[src/rtl/ex_lsu_if.sv]
// rtl/ex_lsu_if.sv - issue, cache, stack scratchpad and writeback bus of the load/store unit
interface ex_lsu_if #(
  parameter int XLEN   = 32,
  parameter int ADDR_W = 17
);
  localparam int OP_W  = 4;
  localparam int REG_W = 5;

  logic              flush;
  logic              in_valid;
  logic              in_ready;
  logic [OP_W-1:0]   in_op;
  logic [XLEN-1:0]   in_x;
  logic [XLEN-1:0]   in_y;
  logic [XLEN-1:0]   in_offset;
  logic [REG_W-1:0]  in_target;

  logic              mem_req;
  logic              mem_we;
  logic [ADDR_W-1:0] mem_addr;
  logic [2:0]        mem_size;
  logic [XLEN-1:0]   mem_wdata;
  logic              mem_gnt;
  logic              mem_done;
  logic [XLEN-1:0]   mem_rdata;

  logic              stk_req;
  logic              stk_we;
  logic [ADDR_W-1:0] stk_addr;
  logic [2:0]        stk_size;
  logic [XLEN-1:0]   stk_wdata;
  logic [XLEN-1:0]   stk_rdata;

  logic              wb_en;
  logic [REG_W-1:0]  wb_target;
  logic [XLEN-1:0]   wb_data;
  logic              misalign;

  modport master (
    input  flush, in_valid, in_op, in_x, in_y, in_offset, in_target,
           mem_gnt, mem_done, mem_rdata, stk_rdata,
    output in_ready, mem_req, mem_we, mem_addr, mem_size, mem_wdata,
           stk_req, stk_we, stk_addr, stk_size, stk_wdata,
           wb_en, wb_target, wb_data, misalign
  );

  modport slave (
    output flush, in_valid, in_op, in_x, in_y, in_offset, in_target,
           mem_gnt, mem_done, mem_rdata, stk_rdata,
    input  in_ready, mem_req, mem_we, mem_addr, mem_size, mem_wdata,
           stk_req, stk_we, stk_addr, stk_size, stk_wdata,
           wb_en, wb_target, wb_data, misalign
  );
endinterface

[src/rtl/ex_lsu.sv]
// rtl/ex_lsu.sv - non-pipelined load/store unit routing to data cache queue or stack scratchpad
module ex_lsu #(
  parameter int XLEN        = 32,
  parameter int ADDR_W      = 17,
  parameter int STK_LSB     = 12,
  parameter bit CHECK_ALIGN = 1
) (
  input  logic     clk,
  input  logic     rst,
  ex_lsu_if.master bus
);
  localparam int REG_W = 5;

  // op[3] = store, op[2] = unsigned load, op[1:0] = log2(bytes)
  localparam logic [3:0] OP_LB  = 4'h0;
  localparam logic [3:0] OP_LH  = 4'h1;
  localparam logic [3:0] OP_LW  = 4'h2;
  localparam logic [3:0] OP_LBU = 4'h4;
  localparam logic [3:0] OP_LHU = 4'h5;
  localparam logic [3:0] OP_SB  = 4'h8;
  localparam logic [3:0] OP_SH  = 4'h9;
  localparam logic [3:0] OP_SW  = 4'hA;

  typedef enum logic [2:0] {IDLE, ISSUE, STK, WAIT, DRAIN} state_t;

  state_t            state;
  logic              q_store;
  logic              q_uns;
  logic [2:0]        q_size;
  logic [REG_W-1:0]  q_target;

  logic              op_valid;
  logic              op_store;
  logic [2:0]        op_size;
  logic [ADDR_W-1:0] ea;
  logic              misaligned;
  logic              stk_hit;
  logic              accept;
  logic              wb_fire;
  logic [XLEN-1:0]   wb_src;

  function automatic logic [XLEN-1:0] extend(input logic [XLEN-1:0] d,
                                             input logic [2:0] sz, input logic uns);
    int sh;
    logic [XLEN-1:0] t;
    sh = XLEN - 8 * int'(sz);
    t  = d << sh;
    return uns ? (t >> sh) : XLEN'($signed(t) >>> sh);
  endfunction

  assign bus.in_ready = (state == IDLE) && !bus.flush;

  always_comb begin
    op_store = bus.in_op[3];
    op_size  = 3'd1 << bus.in_op[1:0];
    case (bus.in_op)
      OP_LB, OP_LH, OP_LW, OP_LBU, OP_LHU, OP_SB, OP_SH, OP_SW: op_valid = 1'b1;
      default: op_valid = 1'b0;
    endcase
    ea = op_store ? ADDR_W'(bus.in_x + bus.in_offset) : ADDR_W'(bus.in_x + bus.in_y);
    misaligned = CHECK_ALIGN && (((op_size == 3'd2) && ea[0]) ||
                                 ((op_size == 3'd4) && (ea[1:0] != 2'b00)));
    stk_hit = &ea[ADDR_W-1:STK_LSB];
    accept  = bus.in_valid && bus.in_ready && op_valid;
    wb_fire = !bus.flush && ((state == WAIT && bus.mem_done) || (state == STK && !q_store));
    wb_src  = (state == STK) ? bus.stk_rdata : bus.mem_rdata;
  end

  always_ff @(posedge clk or posedge rst) begin
    if (rst) begin
      state         <= IDLE;
      q_store       <= 1'b0;
      q_uns         <= 1'b0;
      q_size        <= '0;
      q_target      <= '0;
      bus.mem_req   <= 1'b0;
      bus.mem_we    <= 1'b0;
      bus.mem_addr  <= '0;
      bus.mem_size  <= '0;
      bus.mem_wdata <= '0;
      bus.stk_req   <= 1'b0;
      bus.stk_we    <= 1'b0;
      bus.stk_addr  <= '0;
      bus.stk_size  <= '0;
      bus.stk_wdata <= '0;
      bus.wb_en     <= 1'b0;
      bus.wb_target <= '0;
      bus.wb_data   <= '0;
      bus.misalign  <= 1'b0;
    end else begin
      bus.stk_req  <= 1'b0;
      bus.stk_we   <= 1'b0;
      bus.misalign <= 1'b0;
      bus.wb_en    <= wb_fire && (q_target != '0);
      if (wb_fire) begin
        bus.wb_target <= q_target;
        bus.wb_data   <= extend(wb_src, q_size, q_uns);
      end
      case (state)
        IDLE: if (accept) begin
          q_store  <= op_store;
          q_uns    <= bus.in_op[2];
          q_size   <= op_size;
          q_target <= bus.in_target;
          if (misaligned) begin
            bus.misalign  <= 1'b1;
            bus.wb_target <= bus.in_target;
          end else if (stk_hit) begin
            bus.stk_req   <= 1'b1;
            bus.stk_we    <= op_store;
            bus.stk_addr  <= ea;
            bus.stk_size  <= op_size;
            bus.stk_wdata <= bus.in_y;
            state         <= STK;
          end else begin
            bus.mem_req   <= 1'b1;
            bus.mem_we    <= op_store;
            bus.mem_addr  <= ea;
            bus.mem_size  <= op_size;
            bus.mem_wdata <= bus.in_y;
            state         <= ISSUE;
          end
        end
        // A granted op is owned by the cache queue, so flush cannot cancel it;
        // a granted load must still absorb its mem_done.
        ISSUE: if (bus.mem_gnt) begin
          bus.mem_req <= 1'b0;
          if (q_store)        state <= IDLE;
          else if (bus.flush) state <= DRAIN;
          else                state <= WAIT;
        end else if (bus.flush) begin
          bus.mem_req <= 1'b0;
          state       <= IDLE;
        end
        WAIT: if (bus.mem_done)  state <= IDLE;
              else if (bus.flush) state <= DRAIN;
        DRAIN: if (bus.mem_done) state <= IDLE;
        STK:   state <= IDLE;
        default: state <= IDLE;
      endcase
    end
  end
endmodule

[src/flat_wrapper.sv]
// flat-port wrapper written by rule: the top's interface ports become plain ports
module ex_lsu_flat 
#(
  parameter int XLEN        = 32,
  parameter int ADDR_W      = 17,
  parameter int STK_LSB     = 12,
  parameter bit CHECK_ALIGN = 1
)
  (clk, rst, bus_flush, bus_in_valid, bus_in_op, bus_in_x, bus_in_y, bus_in_offset, bus_in_target, bus_mem_gnt, bus_mem_done, bus_mem_rdata, bus_stk_rdata, bus_in_ready, bus_mem_req, bus_mem_we, bus_mem_addr, bus_mem_size, bus_mem_wdata, bus_stk_req, bus_stk_we, bus_stk_addr, bus_stk_size, bus_stk_wdata, bus_wb_en, bus_wb_target, bus_wb_data, bus_misalign);
  ex_lsu_if #(.XLEN(XLEN), .ADDR_W(ADDR_W)) bus_i ();
  input  logic clk;
  input  logic rst;
  input wire logic [$bits(bus_i.flush)-1:0] bus_flush;
  input wire logic [$bits(bus_i.in_valid)-1:0] bus_in_valid;
  input wire logic [$bits(bus_i.in_op)-1:0] bus_in_op;
  input wire logic [$bits(bus_i.in_x)-1:0] bus_in_x;
  input wire logic [$bits(bus_i.in_y)-1:0] bus_in_y;
  input wire logic [$bits(bus_i.in_offset)-1:0] bus_in_offset;
  input wire logic [$bits(bus_i.in_target)-1:0] bus_in_target;
  input wire logic [$bits(bus_i.mem_gnt)-1:0] bus_mem_gnt;
  input wire logic [$bits(bus_i.mem_done)-1:0] bus_mem_done;
  input wire logic [$bits(bus_i.mem_rdata)-1:0] bus_mem_rdata;
  input wire logic [$bits(bus_i.stk_rdata)-1:0] bus_stk_rdata;
  output wire logic [$bits(bus_i.in_ready)-1:0] bus_in_ready;
  output wire logic [$bits(bus_i.mem_req)-1:0] bus_mem_req;
  output wire logic [$bits(bus_i.mem_we)-1:0] bus_mem_we;
  output wire logic [$bits(bus_i.mem_addr)-1:0] bus_mem_addr;
  output wire logic [$bits(bus_i.mem_size)-1:0] bus_mem_size;
  output wire logic [$bits(bus_i.mem_wdata)-1:0] bus_mem_wdata;
  output wire logic [$bits(bus_i.stk_req)-1:0] bus_stk_req;
  output wire logic [$bits(bus_i.stk_we)-1:0] bus_stk_we;
  output wire logic [$bits(bus_i.stk_addr)-1:0] bus_stk_addr;
  output wire logic [$bits(bus_i.stk_size)-1:0] bus_stk_size;
  output wire logic [$bits(bus_i.stk_wdata)-1:0] bus_stk_wdata;
  output wire logic [$bits(bus_i.wb_en)-1:0] bus_wb_en;
  output wire logic [$bits(bus_i.wb_target)-1:0] bus_wb_target;
  output wire logic [$bits(bus_i.wb_data)-1:0] bus_wb_data;
  output wire logic [$bits(bus_i.misalign)-1:0] bus_misalign;
  assign bus_i.flush = bus_flush;
  assign bus_i.in_valid = bus_in_valid;
  assign bus_i.in_op = bus_in_op;
  assign bus_i.in_x = bus_in_x;
  assign bus_i.in_y = bus_in_y;
  assign bus_i.in_offset = bus_in_offset;
  assign bus_i.in_target = bus_in_target;
  assign bus_i.mem_gnt = bus_mem_gnt;
  assign bus_i.mem_done = bus_mem_done;
  assign bus_i.mem_rdata = bus_mem_rdata;
  assign bus_i.stk_rdata = bus_stk_rdata;
  assign bus_in_ready = bus_i.in_ready;
  assign bus_mem_req = bus_i.mem_req;
  assign bus_mem_we = bus_i.mem_we;
  assign bus_mem_addr = bus_i.mem_addr;
  assign bus_mem_size = bus_i.mem_size;
  assign bus_mem_wdata = bus_i.mem_wdata;
  assign bus_stk_req = bus_i.stk_req;
  assign bus_stk_we = bus_i.stk_we;
  assign bus_stk_addr = bus_i.stk_addr;
  assign bus_stk_size = bus_i.stk_size;
  assign bus_stk_wdata = bus_i.stk_wdata;
  assign bus_wb_en = bus_i.wb_en;
  assign bus_wb_target = bus_i.wb_target;
  assign bus_wb_data = bus_i.wb_data;
  assign bus_misalign = bus_i.misalign;
  ex_lsu #(.XLEN(XLEN), .ADDR_W(ADDR_W), .STK_LSB(STK_LSB), .CHECK_ALIGN(CHECK_ALIGN)) u_core (.clk(clk), .rst(rst), .bus(bus_i));
endmodule
[config.mk]
export PLATFORM = sky130hd
export DESIGN_NAME = ex_lsu_flat
export DESIGN_NICKNAME = d
export VERILOG_FILES = /design/src/rtl/ex_lsu_if.sv /design/src/rtl/ex_lsu.sv /design/src/flat_wrapper.sv
export SDC_FILE = /design/constraint.sdc
export NUM_CORES = 1
export LEC_CHECK = 0
export ABC_AREA = 1
export BUFFER_PORTS_ARGS = -buffer_cell sky130_fd_sc_hd__clkbuf_2
export CORE_MARGIN = 3
export CORE_UTILIZATION = 46
export DETAILED_ROUTE_END_ITERATION = 6
export HOLD_SLACK_MARGIN = 0.1
export PLACE_DENSITY = 0.89
export RECOVER_POWER = 25
export SYNTH_ARGS = -nofsm -noshare
export SYNTH_HDL_FRONTEND = slang
export SYNTH_SLANG_ARGS = --single-unit
[constraint.sdc]
create_clock -name clk -period 4.6 [get_ports clk]
set_input_delay 0.23 -clock clk [delete_from_list [all_inputs] [get_ports clk]]
set_output_delay 0.23 -clock clk [all_outputs]
set_load 0.03 [all_outputs]
==> impl_results.md <==
- EDFF count, synth: 0
- DR iter-0 viols: 724
- FILL cells: 1628
- Synthesized flop and latch total: 160
- Max FO, Critical Path: 32
- Die Wd: 147 um
- Async SR Flop Fraction: 100%
- Sw Pwr: 0.00339 W
- Max-slew violations: 77
- Vias/cell: 5.27
- Switching share of power: 47.9%
- Critical path arrival: 3.69 ns
- Core Box Area: 0.0191 mm2
- Int Power: 0.00369 W
- Pwr dens: 609 mW/mm2
- Post-route DRC: 0
- Num ports: 323
- Row cnt: 50
- First-pass GRT wire length: 48.6 mm
- Failing checks: capacitance limit, slew limit
- Most instantiated cells after synthesis: 448 x nand2_1, 160 x dfrtp_1, 135 x inv_1
- Die area: 0.0215 mm2
- Post-synth top area cell: dfrtp_1
- Total CTS buffers: 17
- CTS tree: done
- Max Cap Viol: 1
- Grt ovf: 0
- Final net count: 1749
- Startpoint types: input pin
- Clock transition at path regs: 0.07 ns
- Final setup viols: 0
- Initial antenna violation count: 0
- RSZ-0062 raised after global routing: false
- Most frequent cell after synthesis: nand2_1
- Initial cell density of the core: 47.6%
- Gpl congestion: 0.972
- Post-route ant nets: 0
- Overall Global Routing Usage: 27.9%
- Outcome: finished with violations
- Synth top area share: 44.1%
- Final Cell Area: 0.0116 mm2
- Hold WC Path Type: input pin to flip-flop
- Most common cell on crit path: nand2_1
- PortBufs: 292
- Top cells by area, synth: dfrtp_1 44%, nand2_1 19%, o21ai_0 6.7%
- Final worst path period share: 72.9%
- CP max stage cell: dlygate4sd3_1
- Worst VDD drop: 0.387 mV
- Fmax: 298 MHz
- WP data required: 4.94 ns
- Slack of the critical path: 1.25 ns
- Synth warn: 0
- Vias in the first global route: 9683
- Syn Area/Cell: 7.25 um2
- Synthesized area: 0.00909 mm2
- Yosys cell types: 38
- H-tree levels: 4
- Post-Synthesis Cells: 1253
- M1 GR Usage: 32.2%
- Final WL: 29.7 mm
- DIE HEIGHT: 147 um
- Clk pwr share: 21.3%
- Drt pass-1 iters: 6
- Clock Skew: 0.0169 ns
- Worst Tran Pin Value: 2.99 ns
- Crit Path Class: input pin to flip-flop
- Share of cells above drive strength 1: 21.6%
- DP HPWL: 21.4 mm
- Worst slew margin: -99.0%
- Placed standard-cell area: 0.0107 mm2
- Worst setup EP type: flip-flop
- Largest net degree at the start of global routing: 77
- Post-synthesis sequential area ratio: 44.1%
- Post_cts resized: 0
- # diodes: 0
- Clock Tree Buf Depth: 2
- Dominant synthesized flop cell: dfrtp_1
- Clock sinks: 160
- Seq pwr share: 30.0%
- Met3 Track Usage GR: 7.67%
- CP peak stage delay: 0.53 ns
- Dpl ws: 0.978 ns
- Clk_lat worst skew: 0.44 ns
- Combinational Power Share: 48.6%
- Drt wl/cell: 16.2 um
- Post-CTS Setup Bufs: 0
- Met2 Track Usage GR: 47.6%
- Via count: 9635
- Clk root buf: clkbuf_16
- Leakage power: 6.51 nW
- CP Cell Sequence: dlygate4sd3_1, clkbuf_2, inv_1, o21ai_0, ha_1, fa_1, nand2_1, nand2_1, nand3_1, nand2_1, nand2_1, nand3b_1, nand2_2, inv_1, nand2_1, nor2_2, nand2_2, buf_4, nand2_1, o21ai_0
- Layout area overhead: 27.9%
- Syn_nets: 1446
- Fin Setup TNS: 0 ns
- Hold Fails Final Rpt: 0
- Most used routing layer: met2
- Post-route minimum period: 3.35 ns
==> state kept, by name, summed over array words and instances, names as in the netlist, 3 cells and up <==
| register | flops |
|---|---|
| u_core.bus.stk_size | 3 |
| u_core.bus.mem_addr | 17 |
| u_core.q_target | 5 |
| u_core.bus.mem_wdata | 32 |
| u_core.bus.stk_wdata | 32 |
| u_core.state | 3 |
| u_core.bus.mem_size | 3 |
| u_core.bus.wb_target | 5 |
| u_core.bus.wb_data | 32 |
| u_core.bus.stk_addr | 17 |
| u_core.q_size | 3 |
==> critical path: cells and delay by family <==
family	cells	cell delay [ns]
AO/OA/AOI/OAI	2	0.19
adder cells (fa/ha/maj)	2	0.68
buffers and inverters	5	1.15
AND/OR/NAND/NOR	11	1.41
==> path summary, 6_finish.rpt <==
| check | from | end | slack, ns | cells past startpoint |
|---|---|---|---|---|
| hold / removal | bus_in_y[5] | u_core.bus.mem_wdata[5] | 0.15 | 3 |
| setup reg to reg | u_core.state[2] | u_core.bus.wb_data[24] | 1.52 | 11 |
| setup / recovery | bus_in_y[0] | u_core.bus.stk_wdata[7] | 1.25 | 20 |
| max in group asynchronous | rst | u_core.q_size[1] | 1.39 | 4 |
| min in group asynchronous | rst | u_core.bus.wb_data[5] | 1.39 | 3 |
| hold reg to reg | u_core.bus.stk_addr[13] | u_core.bus.stk_addr[13] | 0.47 | 2 |
==> metrics by stage <==
step	power (W)	util, %	hold WS [ns]	instances
after floorplan	0.00451	-	0.369	1253
after global routing	0.00756	60.9	0.159	1829
after global placement	0.00545	56.0	0.389	1759
final	0.00708	60.9	0.145	1829
after CTS	0.00709	61.2	0.114	1829
after detailed placement	0.00553	56.0	0.402	1759
==> layer usage <==
layer / vias to the layer above / routed length [um]
met4: 0 / 1540
met5: - / 0
met3: 114 / 2440
li1: 4616 / -
met2: 492 / 14400
met1: 4413 / 11300
==> layout by cell type, fill, tap and decap left out, types with 19 or more instances in the layout <==
master / count
nand2_1: 448
dfrtp_1: 160
inv_1: 135
clkbuf_2: 249
clkbuf_1: 43
nand4_1: 19
nor2_1: 37
nand3_1: 115
dlygate4sd3_1: 38
a21oi_1: 30
o21ai_0: 122
==> kinds of logic after synthesis <==
| family | Yosys count | synth area share, % |
|---|---|---|
| multiplexers | 4 | 0.496 |
| AND/OR/NAND/NOR | 652 | 30.1 |
| flip-flops | 160 | 44.1 |
| XOR/XNOR | 11 | 1.06 |
| AO/OA/AOI/OAI | 202 | 12.2 |
| adder cells (fa/ha/maj) | 18 | 2.56 |
| buffers and inverters | 206 | 9.57 |
==> repair_timing <==
item,CTS,global route
hold buffers,38,0
hold endpoints to repair,144,0
endpoints found under the setup margin,0,0
==> area by class of cell <==
cell class / count / area [um2] / share of cell area [%]
Timing Repair Buffer: 344 / 1910 / 16.4
Clock inverter: 15 / 199 / 1.71
Multi-Input combinational cell: 887 / 4220 / 36.3
Inverter: 146 / 548 / 4.72
Clock buffer: 17 / 425 / 3.66
Sequential cell: 160 / 4000 / 34.4
Tap cell: 260 / 325 / 2.80
==> power groups by stage <==
| stage | combinational [W] | clock (W) | sequential (W) |
|---|---|---|---|
| 3_5_place_dp | 0.00341 | 0 | 0.00213 |
| 6_report | 0.00344 | 0.00151 | 0.00213 |
| 2_1_floorplan | 0.00164 | 0 | 0.00287 |
| 5_1_grt | 0.00378 | 0.00160 | 0.00218 |
| 4_1_cts | 0.00344 | 0.00153 | 0.00211 |
| 3_3_place_gp | 0.00334 | 0 | 0.00211 |
No activity file was read; power rests on OpenSTA's default activity.
